--- src/rtl/fetch_seq.sv ---
// fetch_seq: instruction-fetch sequencer driving the PC register and instruction-memory handshake
//   clk, rst_n          : clock, asynchronous active-low reset
//   pc_out              : current PC, also the fetch address
//   pc_in, pcWrite      : next PC value and PC load enable
//   imem_req, imem_ack  : instruction-memory read request / data valid
//   if_valid            : fetched word valid for IF/ID capture
//   hazard_stall        : decode cannot accept a new instruction
//   exc, br_taken, jmp  : redirects (priority exc > br_taken > jmp) with their targets
//   stall_cnt           : PC-hold cycle counter, present only when FETCH_PERF_EN is defined
module fetch_seq #(
    parameter logic [31:0] EXC_VECTOR = 32'h0000_0080
) (
    input  logic        clk,
    input  logic        rst_n,
    input  logic [31:0] pc_out,
    output logic [31:0] pc_in,
    output logic        pcWrite,
    output logic        imem_req,
    input  logic        imem_ack,
    output logic        if_valid,
    input  logic        hazard_stall,
    input  logic        exc,
    input  logic        br_taken,
    input  logic [31:0] br_target,
    input  logic        jmp,
`ifdef FETCH_PERF_EN
    input  logic [31:0] jmp_target,
    output logic [31:0] stall_cnt
`else
    input  logic [31:0] jmp_target
`endif
);
    typedef enum logic [1:0] {READY, WAIT, DRAIN, HOLD} state_t;
    state_t state, nxt;
    logic [31:0] pend, pend_d, npc, tgt, seq;
    logic redir, req, we, vld;
    assign redir = exc | br_taken | jmp;
    assign tgt = (exc ? EXC_VECTOR : br_taken ? br_target : jmp_target) & 32'hFFFF_FFFC;
    assign seq = pc_out + 32'd4;
    always_ff @(posedge clk or negedge rst_n) begin
        if (!rst_n) begin
            state <= READY;
            pend <= 32'h0;
        end else begin
            state <= nxt;
            pend <= pend_d;
        end
    end
    // A redirect without ack leaves the request in flight; DRAIN waits for that
    // ack, discards the word, and then loads the remembered target.
    always_comb begin
        nxt = state;
        pend_d = pend;
        req = 1'b0;
        we = 1'b0;
        vld = 1'b0;
        npc = 32'h0;
        case (state)
            READY: begin
                if (redir) begin
                    we = 1'b1;
                    npc = tgt;
                end else if (!hazard_stall) begin
                    req = 1'b1;
                    if (imem_ack) begin
                        vld = 1'b1;
                        we = 1'b1;
                        npc = seq;
                    end else begin
                        nxt = WAIT;
                    end
                end
            end
            WAIT: begin
                req = 1'b1;
                if (imem_ack) begin
                    if (redir) begin
                        we = 1'b1;
                        npc = tgt;
                        nxt = READY;
                    end else if (hazard_stall) begin
                        nxt = HOLD;
                    end else begin
                        vld = 1'b1;
                        we = 1'b1;
                        npc = seq;
                        nxt = READY;
                    end
                end else if (redir) begin
                    pend_d = tgt;
                    nxt = DRAIN;
                end
            end
            DRAIN: begin
                req = 1'b1;
                if (imem_ack) begin
                    we = 1'b1;
                    npc = redir ? tgt : pend;
                    nxt = READY;
                end else if (redir) begin
                    pend_d = tgt;
                end
            end
            HOLD: begin
                if (redir) begin
                    we = 1'b1;
                    npc = tgt;
                    nxt = READY;
                end else if (!hazard_stall) begin
                    vld = 1'b1;
                    we = 1'b1;
                    npc = seq;
                    nxt = READY;
                end
            end
            default: nxt = READY;
        endcase
    end
    // Outputs are forced low for the whole time reset is asserted, not just after the next edge.
    assign imem_req = rst_n & req;
    assign pcWrite = rst_n & we;
    assign if_valid = rst_n & vld;
    assign pc_in = rst_n ? npc : 32'h0;
`ifdef FETCH_PERF_EN
    always_ff @(posedge clk or negedge rst_n) begin
        if (!rst_n) stall_cnt <= 32'h0;
        else if (!we && stall_cnt != 32'hFFFF_FFFF) stall_cnt <= stall_cnt + 32'd1;
    end
`endif
endmodule

--- config.mk ---
export PLATFORM = sky130hd
export DESIGN_NAME = fetch_seq
export DESIGN_NICKNAME = d
export VERILOG_FILES = /design/src/rtl/fetch_seq.sv
export SDC_FILE = /design/constraint.sdc
export NUM_CORES = 1
export LEC_CHECK = 0
export BUFFER_PORTS_ARGS = -buffer_cell sky130_fd_sc_hd__buf_2
export CORE_AREA = 8 8 120 122
export CTS_BUF_LIST = sky130_fd_sc_hd__clkbuf_16
export DETAILED_ROUTE_END_ITERATION = 8
export DIE_AREA = 0 0 128 130
export MAX_ROUTING_LAYER = met4
export PLACE_DENSITY = 0.51
export SLEW_MARGIN = 15
export SYNTH_ARGS = -nofsm -noshare
export SYNTH_HDL_FRONTEND = slang
export SYNTH_SLANG_ARGS = --single-unit
--- constraint.sdc ---
create_clock -name clk -period 2.95 [get_ports clk]
set_input_delay 0.59 -clock clk [delete_from_list [all_inputs] [get_ports clk]]
set_output_delay 0.59 -clock clk [all_outputs]
set_load 0.02 [all_outputs]
Word-level counts from Yosys, hierarchy flattened

Cells that the tools add are included.

Bits in registers: 34
Bits in latches: 0
RAM bits: 0
Memory bits (read-only): 0
Input port bits: 103
Output and inout bits: 35
Word-level logic and storage cells: 57
Memories kept: 0

Add/sub/neg operators: 1
$mul: 0
Div/mod/pow operators: 0
Order comparisons: 0
Eq/ne operators: 9
Shift-type cells: 0
Mux-type cells: 35
Bitwise logic cells: 6
Reduce and logical (&&, ||, !) cells: 4

Operators with widths:

| cell                                                                  | count |
|---|---|
| 32-bit two-way mux                                                    | 11 |
| 32-bit case mux with 4 select lines                                   | 1 |
| 32-bit by 3-bit adder with 32-bit output, second input constant       | 1 |
| 2-bit two-way mux                                                     | 10 |
| 1-bit two-way mux                                                     | 9 |
| 2-bit != test, second input constant                                  | 4 |
| 2-bit case mux with 4 select lines                                    | 1 |
| 3-bit != test, second input constant                                  | 2 |
| 6-bit AND reduction                                                   | 1 |
| 2-bit equality test, second input constant                            | 2 |
| 1-bit case mux with 4 select lines                                    | 1 |
| 1-bit bitwise AND                                                     | 3 |
| 1-bit case mux with 3 select lines                                    | 1 |
| 2-bit by 1-bit equality test with 1-bit output, second input constant | 1 |
| 2-bit zero test                                                       | 1 |
| 1-bit bitwise OR                                                      | 2 |
| 1-bit case mux with 2 select lines                                    | 1 |
| 2-bit AND reduction                                                   | 1 |
| 2-bit OR reduction                                                    | 1 |
| 1-bit inverter                                                        | 1 |

Logic depth before layout (Yosys ltp)

Depth in word-level cells: 6
Depth in mapped cells: 9

Worst setup path before layout

No wires, ideal clock.

Kind: in2out
From: in br_taken
To: out pc_in[1]
Arrival time: 2.426 ns
Required time: 2.360 ns
Setup slack: -0.066 ns
Stages on the path: 5
Path through: buf_6 or3_1 buf_6 clkbuf_1 a2111oi_0

Cells in the longest elaborated chain, start to end: 6

Ends and longest elaborated chain:

| element                               | RTL line | source |
|---|---|---|
| from (decl)                           | 23       | `input logic br_taken,` |
| 1-bit bitwise OR * (2 in a row)       | 37       | `assign redir = exc \| br_taken \| jmp;` |
| 32-bit two-way mux (on tied branches) | -        |  |
| 32-bit two-way mux (on tied branches) | 96, 76   |  |
| 32-bit case mux with 4 select lines * | 58       | `case (state)` |
| 32-bit two-way mux *                  | 123      | `assign pc_in = rst_n ? npc : 32'h0;` |
| to (decl)                             | 16       | `output logic [31:0] pc_in,` |

Every way passes the cells marked *; elsewhere a longest branch is shown, timed or not.

Final worst setup path

From: in pc_out[10]
To: out pc_in[19]

Cells in the longest elaborated chain, start to end: 6

Ends and longest elaborated chain:

| element                                    | RTL line    | source |
|---|---|---|
| from (decl)                                | 15          | `input logic [31:0] pc_out,` |
| 32-bit by 3-bit adder with 32-bit output * | 39          | `assign seq = pc_out + 32'd4;` |
| 32-bit two-way mux (on tied branches)      | 81, 109, 65 |  |
| 32-bit two-way mux (on tied branches)      | 105, 63     |  |
| 32-bit two-way mux (on tied branches)      | 76, 60      |  |
| 32-bit case mux with 4 select lines *      | 58          |  |
| 32-bit two-way mux *                       | 123         |  |

Marked as above.

==> flow_metrics.tcl <==
set metrics [dict create \
    status "finished clean" \
    synth_compound_area_frac 0.310 \
    fin_skew_ns 0.00449 \
    hold_slack_ns 0.316 \
    grt.total_usage 0.167 \
    avgViaCountPerCell 5.14 \
    htree_levels 2 \
    start_kind "input pin" \
    ys_ff_latch 34 \
    relSlewSlack 0.723 \
    syn_avg_cell_area_um2 7.62 \
    synth.area.mux_share 0.119 \
    portBuffers 133 \
    ys_top_cells_by_area "dfrtp_1 (23%), a21oi_1 (11%), mux2i_1 (7.9%), o21ai_0 (7.0%), nand2_1 (4.4%)" \
    coreArea_um2 12400 \
    synth_top_area_frac 0.232 \
    synth_largest_area_cell "dfrtp_1" \
    clockBufferDepth 2 \
    grt_max_degree 40 \
    final.min_clock_period_ns 2.83 \
    finalSetupViolations 0 \
    switchingPower_mw 1.26 \
    layout.nets 739 \
    place_ws_ns 0.0139 \
    synthAdderAreaFrac 0.0170 \
    fmax_ghz 0.354 \
    fin_tns_setup_ns 0 \
    seqPwrFrac 0.275 \
    setup.worst_path.class "in -> out" \
    clk_latency_ns 0.28 \
    die_h_um 130 \
    cts_root_buffer "clkbuf_16" \
    syn_to_final_growth_pct 36.1 \
    synthXorXnorAreaFrac 0.0572 \
    drcViolationCount 0 \
    fin_cells 805 \
    antenna_found_initial 1 \
    drt-pass1-iter-count 5 \
    p_sw_frac 0.428 \
    hold_path_class "in -> async" \
    synth-simple-area-share 0.195 \
    p_per_area_nw_per_um2 587 \
    power_frac_comb 0.549 \
    die_w_um 128 \
    worst-slew-pin-transition_ns 0.415 \
    synth_cell_types 57 \
    cts_buffers 5 \
    async_reset_ff_frac 1.00 \
    ioPinCount 138 \
    leakage_nw 2.29 \
    gp_congestion 0.889 \
    wire_per_inst_um 17.4 \
    arrival_ns 2.24 \
    start_util 0.296 \
    p_int_mw 1.68 \
    synth.most_common_cell "a21oi_1" \
    critPathRequiredTime_ns 2.36 \
    clk_pin_slew_ns 0.06 \
    dp_hpwl_um 11200 \
    rows 41 \
    dieArea_um2 16600 \
    worstPathMaxFanout 6 \
    vias 4135 \
    ys_seq_area_frac 0.232 \
    drv_cap 0 \
    ys_warn_count 0 \
    end_kind "primary output" \
    synth_area_um2 3670 \
    synth_commonest_cells "a21oi_1 (84), o21ai_0 (51), nand2_1 (43)" \
    cts_tree "yes" \
    grt_first_pass_wirelength_um 21500 \
    grt_pass1_vias 4040 \
    layout-drive-gt1-share 0.364 \
    synth_nets 590 \
    drv_slew 0 \
    synth_top_family_by_area "compound AO/OA/AOI/OAI gates" \
    fin_util 0.403 \
    final-hold-violation-count 0 \
    cts_sinks 34 \
    wl_um 14000 \
    holdBufCountCts 0 \
    grt-ovfl-total 0 \
    clock_power_share 0.175 \
    place_inst 793 \
    drtIter0Drc 274 \
    netlist_instances 482 \
    ant_nets 0 \
    rsz0062_at_grt "true" \
    synth_ff_type "dfrtp_1" \
    ir_worst_vdd_mv 0.292 \
    worst_slack_ns 0.124 \
    synth_edf_count 0 \
    timing.final.crit_share 0.958 \
]
[metal layers]
layer  up-vias  part of all wire  GRT usage
li1       2070                 -          -
met1      1920              0.46      0.214
met2       133              0.47      0.270
met3        12             0.058     0.0310
met4         0             0.012     0.0371
met5         -                 0          -
[logic make-up after synthesis]
group | Yosys count
compound gates | 188
flops | 34
buf+inv | 50
xor+xnor | 24
fa+ha+maj | 5
simple gates | 139
mux | 42
[cells in the final DEF (no fill, tap or decap), types with 9 or more instances in the layout]
cell type  instances
o21ai_0           51
and3_1            10
xnor2_1           17
a21oi_1           82
buf_2            130
nor2_1            29
nor3_1            11
mux2_2            13
inv_1             10
o31ai_1           15
buf_4             46
nand3_1            9
dfrtp_1           33
mux2i_1           29
nand2_1           41
[timing repair]
action,in CTS,in global routing
setup buffers,0,3
endpoints found under the setup margin,16,19
resized for setup,6,20
pin swaps,0,3
[power groups by stage]
stage / sequential, mW / clock [mW] / combinational (mW)
5_1_grt: 0.831 / 0.548 / 1.76
2_1_floorplan: 0.761 / 0 / 1.00
4_1_cts: 0.795 / 0.526 / 1.55
6_report: 0.808 / 0.514 / 1.61
3_3_place_gp: 0.792 / 0 / 1.51
3_5_place_dp: 0.803 / 0 / 1.53
[cell type report]
cell class,count,area [um2]
Tap cell,172,215
Fill cell,1350,7420
Sequential cell,34,852
Inverter,11,41.3
Clock buffer,5,125
Clock inverter,3,16.3
Multi-Input combinational cell,398,2680
Timing Repair Buffer,181,1070
Antenna cell,1,2.50
[final timing paths]
kind	from	end	slack, ns	depth (start not counted)
max	pc_out[10]	pc_in[19]	0.12	8
min	rst_n	pend[3]	0.32	2
max reg2reg	state[1]	pend[19]	0.99	7
min reg2reg	pend[30]	pend[30]	0.48	2
max in group asynchronous	rst_n	state[0]	2.26	2
min in group clk	pend[30]	pend[30]	0.48	2
[through the flow]
step / instance area (um2) / power [mW]
after floorplan: 3670 / 1.76
after global placement: 4710 / 2.31
after detailed placement: 4710 / 2.33
after CTS: 4880 / 2.88
after global routing: 5000 / 3.14
final: 5000 / 2.93
[state kept, by name (all words and copies together), names as in the netlist]
register,count
pend,32
state,2
[critical path: stages]
cell and delay (ns):
buf_2 0.12, and4_1 0.31, nand4_2 0.27, buf_4 0.25
nor3_1 0.22, xnor2_1 0.12, a21oi_1 0.16, buf_2 0.19
(Power assumes the default switching activity.)
